<file path="src/rtl/rom_region_loader.sv">
// Download-stream region loader.
// Parses a byte stream of {index, 32-bit LE length, data...} records and turns
// the data bytes into 16-bit little-endian storage writes at the base address
// of the selected load region. An index of 0xFF terminates the stream.

package sys_pkg;
    localparam logic [3:0] STOR_SDR   = 4'h1;
    localparam logic [3:0] STOR_DDR   = 4'h2;
    localparam logic [3:0] STOR_BLOCK = 4'h4;

    typedef struct packed {
        logic [31:0] base_addr;
        logic [3:0]  storage;
    } load_region_t;

    localparam int LOAD_REGION_COUNT = 9;

    localparam load_region_t LOAD_REGIONS [LOAD_REGION_COUNT] = '{
        '{base_addr: 32'h0000_0000, storage: STOR_SDR},
        '{base_addr: 32'h0090_0000, storage: STOR_SDR},
        '{base_addr: 32'h3810_0000, storage: STOR_DDR},
        '{base_addr: 32'h0010_0000, storage: STOR_BLOCK},
        '{base_addr: 32'h0100_0000, storage: STOR_SDR},
        '{base_addr: 32'h3800_0000, storage: STOR_DDR},
        '{base_addr: 32'h0020_0000, storage: STOR_BLOCK},
        '{base_addr: 32'h0200_0000, storage: STOR_SDR},
        '{base_addr: 32'hFFFF_FFF0, storage: STOR_DDR}
    };
endpackage

module rom_region_loader #(
    parameter int NUM_REGIONS = 9
) (
    input  logic        clk,
    input  logic        reset_n,
    input  logic        dl_active,
    input  logic        dl_wr,
    input  logic [7:0]  dl_data,
    output logic        dl_wait,
    output logic        wr_req,
    output logic [3:0]  wr_storage,
    output logic [31:0] wr_addr,
    output logic [15:0] wr_data,
    output logic [1:0]  wr_be,
    input  logic        wr_ack,
    output logic        done,
    output logic        error
);

    typedef enum logic [2:0] {
        S_IDLE    = 3'd0,
        S_HDR_IDX = 3'd1,
        S_HDR_LEN = 3'd2,
        S_DATA    = 3'd3,
        S_DONE    = 3'd4,
        S_ERROR   = 3'd5
    } state_e;

    localparam logic [8:0] NUM_REGIONS_W = 9'(NUM_REGIONS);

    state_e r_state;
    state_e w_state_nxt;

    logic        r_act_d;
    logic [31:0] r_base;
    logic [3:0]  r_class;
    logic [31:0] r_len;
    logic [1:0]  r_len_cnt;
    logic [31:0] r_off;
    logic [7:0]  r_lo;
    logic        r_wr_req;
    logic [3:0]  r_wr_storage;
    logic [31:0] r_wr_addr;
    logic [15:0] r_wr_data;
    logic [1:0]  r_wr_be;
    logic        r_done;
    logic        r_error;

    logic        w_rise;
    logic        w_fall;
    logic        w_byte;
    logic        w_busy_wr;
    logic        w_last;
    logic        w_emit;
    logic        w_take_idx;
    logic        w_take_len;
    logic        w_take_data;
    logic [31:0] w_len_full;
    sys_pkg::load_region_t w_region;

    // Table lookup that returns zero for indices outside the shared table.
    function automatic sys_pkg::load_region_t region_lookup(input logic [7:0] idx);
        sys_pkg::load_region_t r;
        r = '0;
        for (int i = 0; i < sys_pkg::LOAD_REGION_COUNT; i++) begin
            if (idx == 8'(i)) begin
                r = sys_pkg::LOAD_REGIONS[i];
            end
        end
        return r;
    endfunction

    // r_act_d resets high so a dl_active already high at release is not a rise.
    assign w_rise      = dl_active & ~r_act_d;
    assign w_fall      = ~dl_active & r_act_d;
    assign w_busy_wr   = dl_wr & r_wr_req;
    assign w_byte      = dl_wr & ~r_wr_req;
    assign w_last      = (r_off == (r_len - 32'd1));
    assign w_len_full  = {dl_data, r_len[31:8]};
    assign w_region    = region_lookup(dl_data);
    assign w_emit      = w_take_data & (r_off[0] | w_last);

    assign dl_wait    = r_wr_req;
    assign wr_req     = r_wr_req;
    assign wr_storage = r_wr_storage;
    assign wr_addr    = r_wr_addr;
    assign wr_data    = r_wr_data;
    assign wr_be      = r_wr_be;
    assign done       = r_done;
    assign error      = r_error;

    // State register.
    always_ff @(posedge clk or negedge reset_n) begin
        if (!reset_n) begin
            r_state <= S_IDLE;
        end else begin
            r_state <= w_state_nxt;
        end
    end

    // Next-state decode: session edges first, then byte handling per state.
    always_comb begin
        w_state_nxt = r_state;
        w_take_idx  = 1'b0;
        w_take_len  = 1'b0;
        w_take_data = 1'b0;
        if (w_rise) begin
            w_state_nxt = S_HDR_IDX;
        end else if (w_fall && (r_state != S_IDLE)) begin
            if ((r_state == S_HDR_IDX) || (r_state == S_DONE)) begin
                w_state_nxt = S_IDLE;
            end else begin
                w_state_nxt = S_ERROR;
            end
        end else begin
            case (r_state)
                S_HDR_IDX: begin
                    if (w_busy_wr) begin
                        w_state_nxt = S_ERROR;
                    end else if (w_byte) begin
                        if (dl_data == 8'hFF) begin
                            w_state_nxt = S_DONE;
                        end else if ({1'b0, dl_data} < NUM_REGIONS_W) begin
                            w_state_nxt = S_HDR_LEN;
                            w_take_idx  = 1'b1;
                        end else begin
                            w_state_nxt = S_ERROR;
                        end
                    end
                end
                S_HDR_LEN: begin
                    if (w_busy_wr) begin
                        w_state_nxt = S_ERROR;
                    end else if (w_byte) begin
                        w_take_len = 1'b1;
                        if (r_len_cnt == 2'd3) begin
                            w_state_nxt = (w_len_full == 32'd0) ? S_HDR_IDX : S_DATA;
                        end
                    end
                end
                S_DATA: begin
                    if (w_busy_wr) begin
                        w_state_nxt = S_ERROR;
                    end else if (w_byte) begin
                        w_take_data = 1'b1;
                        if (w_last) begin
                            w_state_nxt = S_HDR_IDX;
                        end
                    end
                end
                default: begin
                end
            endcase
        end
    end

    // dl_active history for edge detection.
    always_ff @(posedge clk or negedge reset_n) begin
        if (!reset_n) begin
            r_act_d <= 1'b1;
        end else begin
            r_act_d <= dl_active;
        end
    end

    // Record header capture, offset counting and low-byte latch.
    always_ff @(posedge clk or negedge reset_n) begin
        if (!reset_n) begin
            r_base    <= '0;
            r_class   <= '0;
            r_len     <= '0;
            r_len_cnt <= '0;
            r_off     <= '0;
            r_lo      <= '0;
        end else if (w_rise) begin
            r_len     <= '0;
            r_len_cnt <= '0;
            r_off     <= '0;
            r_lo      <= '0;
        end else begin
            if (w_take_idx) begin
                r_base    <= w_region.base_addr;
                r_class   <= w_region.storage;
                r_len     <= '0;
                r_len_cnt <= '0;
                r_off     <= '0;
            end
            if (w_take_len) begin
                r_len     <= w_len_full;
                r_len_cnt <= r_len_cnt + 2'd1;
            end
            if (w_take_data) begin
                r_off <= r_off + 32'd1;
                if (!r_off[0]) begin
                    r_lo <= dl_data;
                end
            end
        end
    end

    // Storage write port: load on a completing byte, hold until acknowledged.
    always_ff @(posedge clk or negedge reset_n) begin
        if (!reset_n) begin
            r_wr_req     <= 1'b0;
            r_wr_storage <= '0;
            r_wr_addr    <= '0;
            r_wr_data    <= '0;
            r_wr_be      <= '0;
        end else if (w_emit) begin
            r_wr_req     <= 1'b1;
            r_wr_storage <= r_class;
            if (r_off[0]) begin
                r_wr_addr <= r_base + r_off - 32'd1;
                r_wr_data <= {dl_data, r_lo};
                r_wr_be   <= 2'b11;
            end else begin
                r_wr_addr <= r_base + r_off;
                r_wr_data <= {8'h00, dl_data};
                r_wr_be   <= 2'b01;
            end
        end else if (r_wr_req && wr_ack) begin
            r_wr_req <= 1'b0;
        end
    end

    // Sticky completion flags, cleared when a new session starts.
    always_ff @(posedge clk or negedge reset_n) begin
        if (!reset_n) begin
            r_done  <= 1'b0;
            r_error <= 1'b0;
        end else if (w_rise) begin
            r_done  <= 1'b0;
            r_error <= 1'b0;
        end else begin
            if (w_state_nxt == S_DONE) begin
                r_done <= 1'b1;
            end
            if (w_state_nxt == S_ERROR) begin
                r_error <= 1'b1;
            end
        end
    end

endmodule

</file>
<file path="config.mk">
export PLATFORM = sky130hd
export DESIGN_NAME = rom_region_loader
export DESIGN_NICKNAME = d
export VERILOG_FILES = /design/src/rtl/rom_region_loader.sv
export SDC_FILE = /design/constraint.sdc
export NUM_CORES = 1
export LEC_CHECK = 0
export BUFFER_PORTS_ARGS = -buffer_cell sky130_fd_sc_hd__buf_2
export CORE_ASPECT_RATIO = 0.8
export CORE_MARGIN = 2
export CORE_UTILIZATION = 25
export DETAILED_ROUTE_END_ITERATION = 8
export PLACE_DENSITY_LB_ADDON = 0.08
export SLEW_MARGIN = 40
export SYNTH_ARGS = -nofsm -noshare
export SYNTH_HDL_FRONTEND = slang
export SYNTH_SLANG_ARGS = --single-unit
</file>
<file path="constraint.sdc">
create_clock -name clk -period 8.9 [get_ports clk]
set_input_delay 0.445 -clock clk [delete_from_list [all_inputs] [get_ports clk]]
set_output_delay 0.445 -clock clk [all_outputs]
set_load 0.005 [all_outputs]
</file>
==> results.md <==
- Setup repair after global routing left no endpoint under its margin.
- The launching element of the worst setup path is r_len[15].
- Across all hold checks on the routed design, the worst slack comes to -0.0183 ns.
- At the end of the flow the core is filled with cells to 0.290.
- Internal power comes to 1.20 mW.
- The detailed router finished its first iteration with 393 violations.
- The number of max-cap violations is 0.
- The post-synthesis cell type count is 78.
- The clock period minus worst slack is 4.74 ns.
- Pin placement for this block handled 71 I/O pins.
- Traced cell by cell, the critical path runs through nor4_1 > nand3_1 > or4_1 > mux2i_1 > or4b_2 > a2111oi_2 > a21o_4 > buf_4 > mux2_2.
- The floorplan step defined a die boundary enclosing 39100 µm².
- After clock tree synthesis, the flow added hold-fix buffers numbering 0.
- After clock tree synthesis, the clock-pin slew on the worst setup and hold paths is 0.06 ns.
- The number of antenna violations at the first check in global routing is 0.
- The number of warnings issued by yosys is 0.
- The post-route DRC violation count is 0.
- Along the worst path, the maximum fanout reaches 46.
- The overall routing resource usage is 0.152.
- The total of buffers placed on input and output ports is 68.
- Clock latency on the worst-skew pair, taken at its later pin, is 0.44 ns.
- The wire-length estimate of the detail-placed layout is 21000 µm.
- The analysis attributes to net switching a power of 0.523 mW.
- The first global-routing pass estimated 45900 µm of wire.
- Once detail routing completed, the nets flagged for antenna violations numbered 0.
- Of the total power, the share spent switching nets is 0.303.
- After detailed routing, the average wire length per cell comes to 18.1 µm.
- In this run the critical register-to-register path is captured at wr_addr[3].
- Setup violations remaining at the end of the flow were counted as 0.
- The final hold violation count is 2.
- The type of the tightest min-delay check is primary input to asynchronous set/reset pin.
- The via count of the first global-routing pass is 7632.
- The total via count in the routed design is 7932.
- The worst register-to-register path has a depth of 9.
- The highest layer touched by signal routing is met4.
- The post-route met1 wirelength is 14900 µm.
- The type of origin of the critical path is a flip-flop.
- The net count of the finished layout is 1137.
- The count of final max-slew check failures was 0.
- The pin count of the biggest net entering global routing is 87.
- The total overflow left after global routing is 0.
- The count of flip-flops with a built-in enable after synthesis is 0.
- Clock tree synthesis inserted a total of 17 buffers.
- The setup slack of the most critical reg-to-reg path is 4.16 ns.
- The category of the most critical setup path is flip-flop to flip-flop.
- The clock net in this run drives a total of 142 sinks.
- Among all flip-flop cells after synthesis, the most frequent one is sky130_fd_sc_hd__dfrtp_1.
- Power spread over the standard cell area amounts to 161 nW/µm².
- After detailed routing, the number of vias per cell comes to 4.98.
- The power share of the combinational group is 0.182.
- The met3 wire length is 1100 µm.
- In the finished design, the share of the clock period the worst path needs comes to 0.533.
- The tightest slew margin relative to the limit is 0.501.
- The share of layout cells above drive strength 1 is 0.134.
- The cell count after synthesis is 1052.
- The highest-delay cell along the critical path is sky130_fd_sc_hd__or4b_2.
- The clock tree synthesis step divided the H-tree into 4 levels.
- The starting density of the core is 0.253.
- The synthesized area divided by synthesized cell count is 8.92 µm².
- Based on the critical path, the design can be clocked at up to 0.211 GHz.
- In this run the core area contains 63 standard-cell rows.
- The worst setup path is captured at a flip-flop.
- The most critical setup path has its endpoint at wr_addr[3].
- Post-CTS repair changed the size of 0 cells.
- For this run, the register share of the synthesized area comes to 0.379.
- After detailed routing, the met2 layer carries 12500 µm of wire.
- The floorplan step set the die width to 221 µm.
- Summing every instance area after synthesis gives 9380 µm².
- After floorplanning, the core was sized to cover 37000 µm².
- The proportion of synthesized flip-flops having asynchronous set or reset is 1.00.
- For this design the static power due to leakage is 4.88 nW.
- The worst endpoint required time is 9.22 ns.
- The critical register-to-register path startpoint is r_len[15].
- The root buffer cell chosen for the clock tree is sky130_fd_sc_hd__clkbuf_16.
- The largest voltage drop on the vdd net is 87.0 µV.
- Of the total power, registers draw 0.398.
- The pin slew with the least headroom to its limit is 0.730 ns.
- Across the routed clock network, the largest skew measured is 0.0136 ns.
- Adding up every negative setup slack in the final design gives 0 ns.
- The die height is 177 µm.
- Data on the critical path arrives at its endpoint at 5.06 ns.
- The stage delay of the slowest cell on the critical path is 0.63 ns.
- The post-CTS setup-driven buffer insertion count is 0.
- Of the total power, the clock network draws 0.420.
- The TritonCTS clock tree is yes.
- The final routed wirelength across all metal layers is 28700 µm.
- The synthesis-to-finish area growth is 14.6%.
- The register bit total from synthesis is 142.
- The count of TritonRoute iterations in the first routing pass is 4.
- The flow ran to the end, but the final reports show violations.
- The congestion estimate from routability-driven global placement came to 0.780.
- The maximum buffer depth of the clock tree is 2.
- The final reports fail on negative hold slack.
==> Yosys cell counts, types with 5 or more instances <==
master | count | area, µm²
sky130_fd_sc_hd__dfrtp_1 | 141 | 3530
sky130_fd_sc_hd__nand2_1 | 94 | 353
sky130_fd_sc_hd__nor2_1 | 91 | 342
sky130_fd_sc_hd__o21ai_0 | 87 | 435
sky130_fd_sc_hd__xnor2_1 | 50 | 438
sky130_fd_sc_hd__a21oi_1 | 49 | 245
sky130_fd_sc_hd__clkbuf_1 | 44 | 165
sky130_fd_sc_hd__a22o_1 | 42 | 368
sky130_fd_sc_hd__xor2_1 | 33 | 289
sky130_fd_sc_hd__ha_1 | 32 | 400
sky130_fd_sc_hd__inv_1 | 31 | 116
sky130_fd_sc_hd__nand3_1 | 28 | 140
sky130_fd_sc_hd__nor3_1 | 26 | 130
sky130_fd_sc_hd__and3_1 | 22 | 138
sky130_fd_sc_hd__mux2_2 | 19 | 214
sky130_fd_sc_hd__nand4_1 | 19 | 119
sky130_fd_sc_hd__mux2i_1 | 18 | 180
sky130_fd_sc_hd__nor4_1 | 13 | 81.3
sky130_fd_sc_hd__o211ai_1 | 13 | 97.6
sky130_fd_sc_hd__a21o_1 | 12 | 90.1
sky130_fd_sc_hd__nand2b_1 | 11 | 68.8
sky130_fd_sc_hd__o21a_1 | 11 | 82.6
sky130_fd_sc_hd__a31oi_1 | 10 | 62.6
sky130_fd_sc_hd__nor2b_1 | 10 | 62.6
sky130_fd_sc_hd__or3_1 | 10 | 62.6
sky130_fd_sc_hd__nand3b_1 | 9 | 67.6
sky130_fd_sc_hd__o31ai_1 | 9 | 67.6
sky130_fd_sc_hd__and2_1 | 7 | 43.8
sky130_fd_sc_hd__buf_4 | 7 | 52.6
sky130_fd_sc_hd__or4_1 | 7 | 52.6
sky130_fd_sc_hd__a211oi_1 | 6 | 45.0
sky130_fd_sc_hd__o41ai_1 | 6 | 52.6
sky130_fd_sc_hd__o31a_1 | 5 | 43.8
==> placed cells by master, fill, tap and decap left out, types with 13 or more instances in the layout <==
cell,n
sky130_fd_sc_hd__mux2i_1,18
sky130_fd_sc_hd__nor2_1,91
sky130_fd_sc_hd__nand4_1,19
sky130_fd_sc_hd__o211ai_1,13
sky130_fd_sc_hd__nand3_1,28
sky130_fd_sc_hd__inv_1,31
sky130_fd_sc_hd__xnor2_1,50
sky130_fd_sc_hd__and3_1,22
sky130_fd_sc_hd__ha_1,32
sky130_fd_sc_hd__a22o_1,42
sky130_fd_sc_hd__o21ai_0,87
sky130_fd_sc_hd__nand2_1,94
sky130_fd_sc_hd__xor2_1,33
sky130_fd_sc_hd__nor3_1,26
sky130_fd_sc_hd__dfrtp_1,140
sky130_fd_sc_hd__clkbuf_16,17
sky130_fd_sc_hd__mux2_2,19
sky130_fd_sc_hd__buf_2,67
sky130_fd_sc_hd__a21oi_1,49
==> state kept, by name, indices dropped and copies added (netlist names) <==
name	cells
r_class	2
dl_wait	1
done	1
r_act_d	1
wr_storage	3
r_base	7
wr_addr	31
r_len_cnt	2
error	1
r_state	3
r_len	32
wr_data	16
r_off	32
wr_be	2
r_lo	8
==> routing by layer <==
metal / global-route usage / vias to the layer above
li1: - / 3933
met1: 0.230 / 3853
met2: 0.221 / 130
met3: 0.0292 / 16
met4: 0.0358 / 0
met5: 0 / -
==> area by class of cell <==
type                            count  area [µm²]
Sequential cell                   142        3560
Clock buffer                       22         464
Antenna cell                        1        2.50
Multi-Input combinational cell    822        5460
Timing Repair Buffer               77         422
Fill cell                        3975       26300
Tap cell                          487         609
Inverter                           31         116
Clock inverter                     10         115
==> kinds of logic after synthesis <==
logic type / count (synthesis) / synth area share
buffers and inverters: 89 / 0.0405
AND/OR/NAND/NOR: 370 / 0.200
adder cells (fa/ha/maj): 36 / 0.0480
other: 1 / 0.000400
AO/OA/AOI/OAI: 294 / 0.212
multiplexers: 37 / 0.0420
XOR/XNOR: 83 / 0.0775
flip-flops: 142 / 0.379
==> worst min path at each step <==
stage	endpoint	slack, ns	cells past startpoint
floorplan	dl_wait	0.15	0
global placement	wr_be[0]	0.45	1
detailed placement	wr_be[0]	0.45	1
CTS	wr_addr[7]	0.03	1
global route	wr_addr[7]	0.04	1
finish	wr_addr[7]	-0.02	1
==> power by group through the flow <==
stage | combinational (mW) | sequential (mW) | clock (mW)
CTS | 0.319 | 0.687 | 0.753
floorplan | 0.233 | 0.688 | 0
detailed placement | 0.317 | 0.699 | 0
global placement | 0.319 | 0.700 | 0
finish | 0.314 | 0.687 | 0.726
global route | 0.357 | 0.691 | 0.784
==> per-stage QoR <==
step / setup slack (ns) / hold slack (ns) / instance area, µm² / std cells / power (mW)
final: 4.16 / -0.0183 / 10700 / 1592 / 1.73
after global routing: 3.74 / 0.0405 / 10700 / 1591 / 1.83
after CTS: 4.05 / 0.0269 / 10700 / 1591 / 1.76
after detailed placement: 4.08 / 0.454 / 10200 / 1559 / 1.02
after global placement: 3.85 / 0.451 / 10100 / 1559 / 1.02
after floorplan: 5.08 / 0.149 / 9390 / 1053 / 0.920
==> critical path: cells and delay by family (launching register included) <==
kind                   cells  cell delay [ns]
AO/OA/AOI/OAI              2             0.90
multiplexers               2             0.53
flip-flops                 1             0.46
AND/OR/NAND/NOR            4             2.27
buffers and inverters      1             0.43
(Power assumes the default switching activity.)
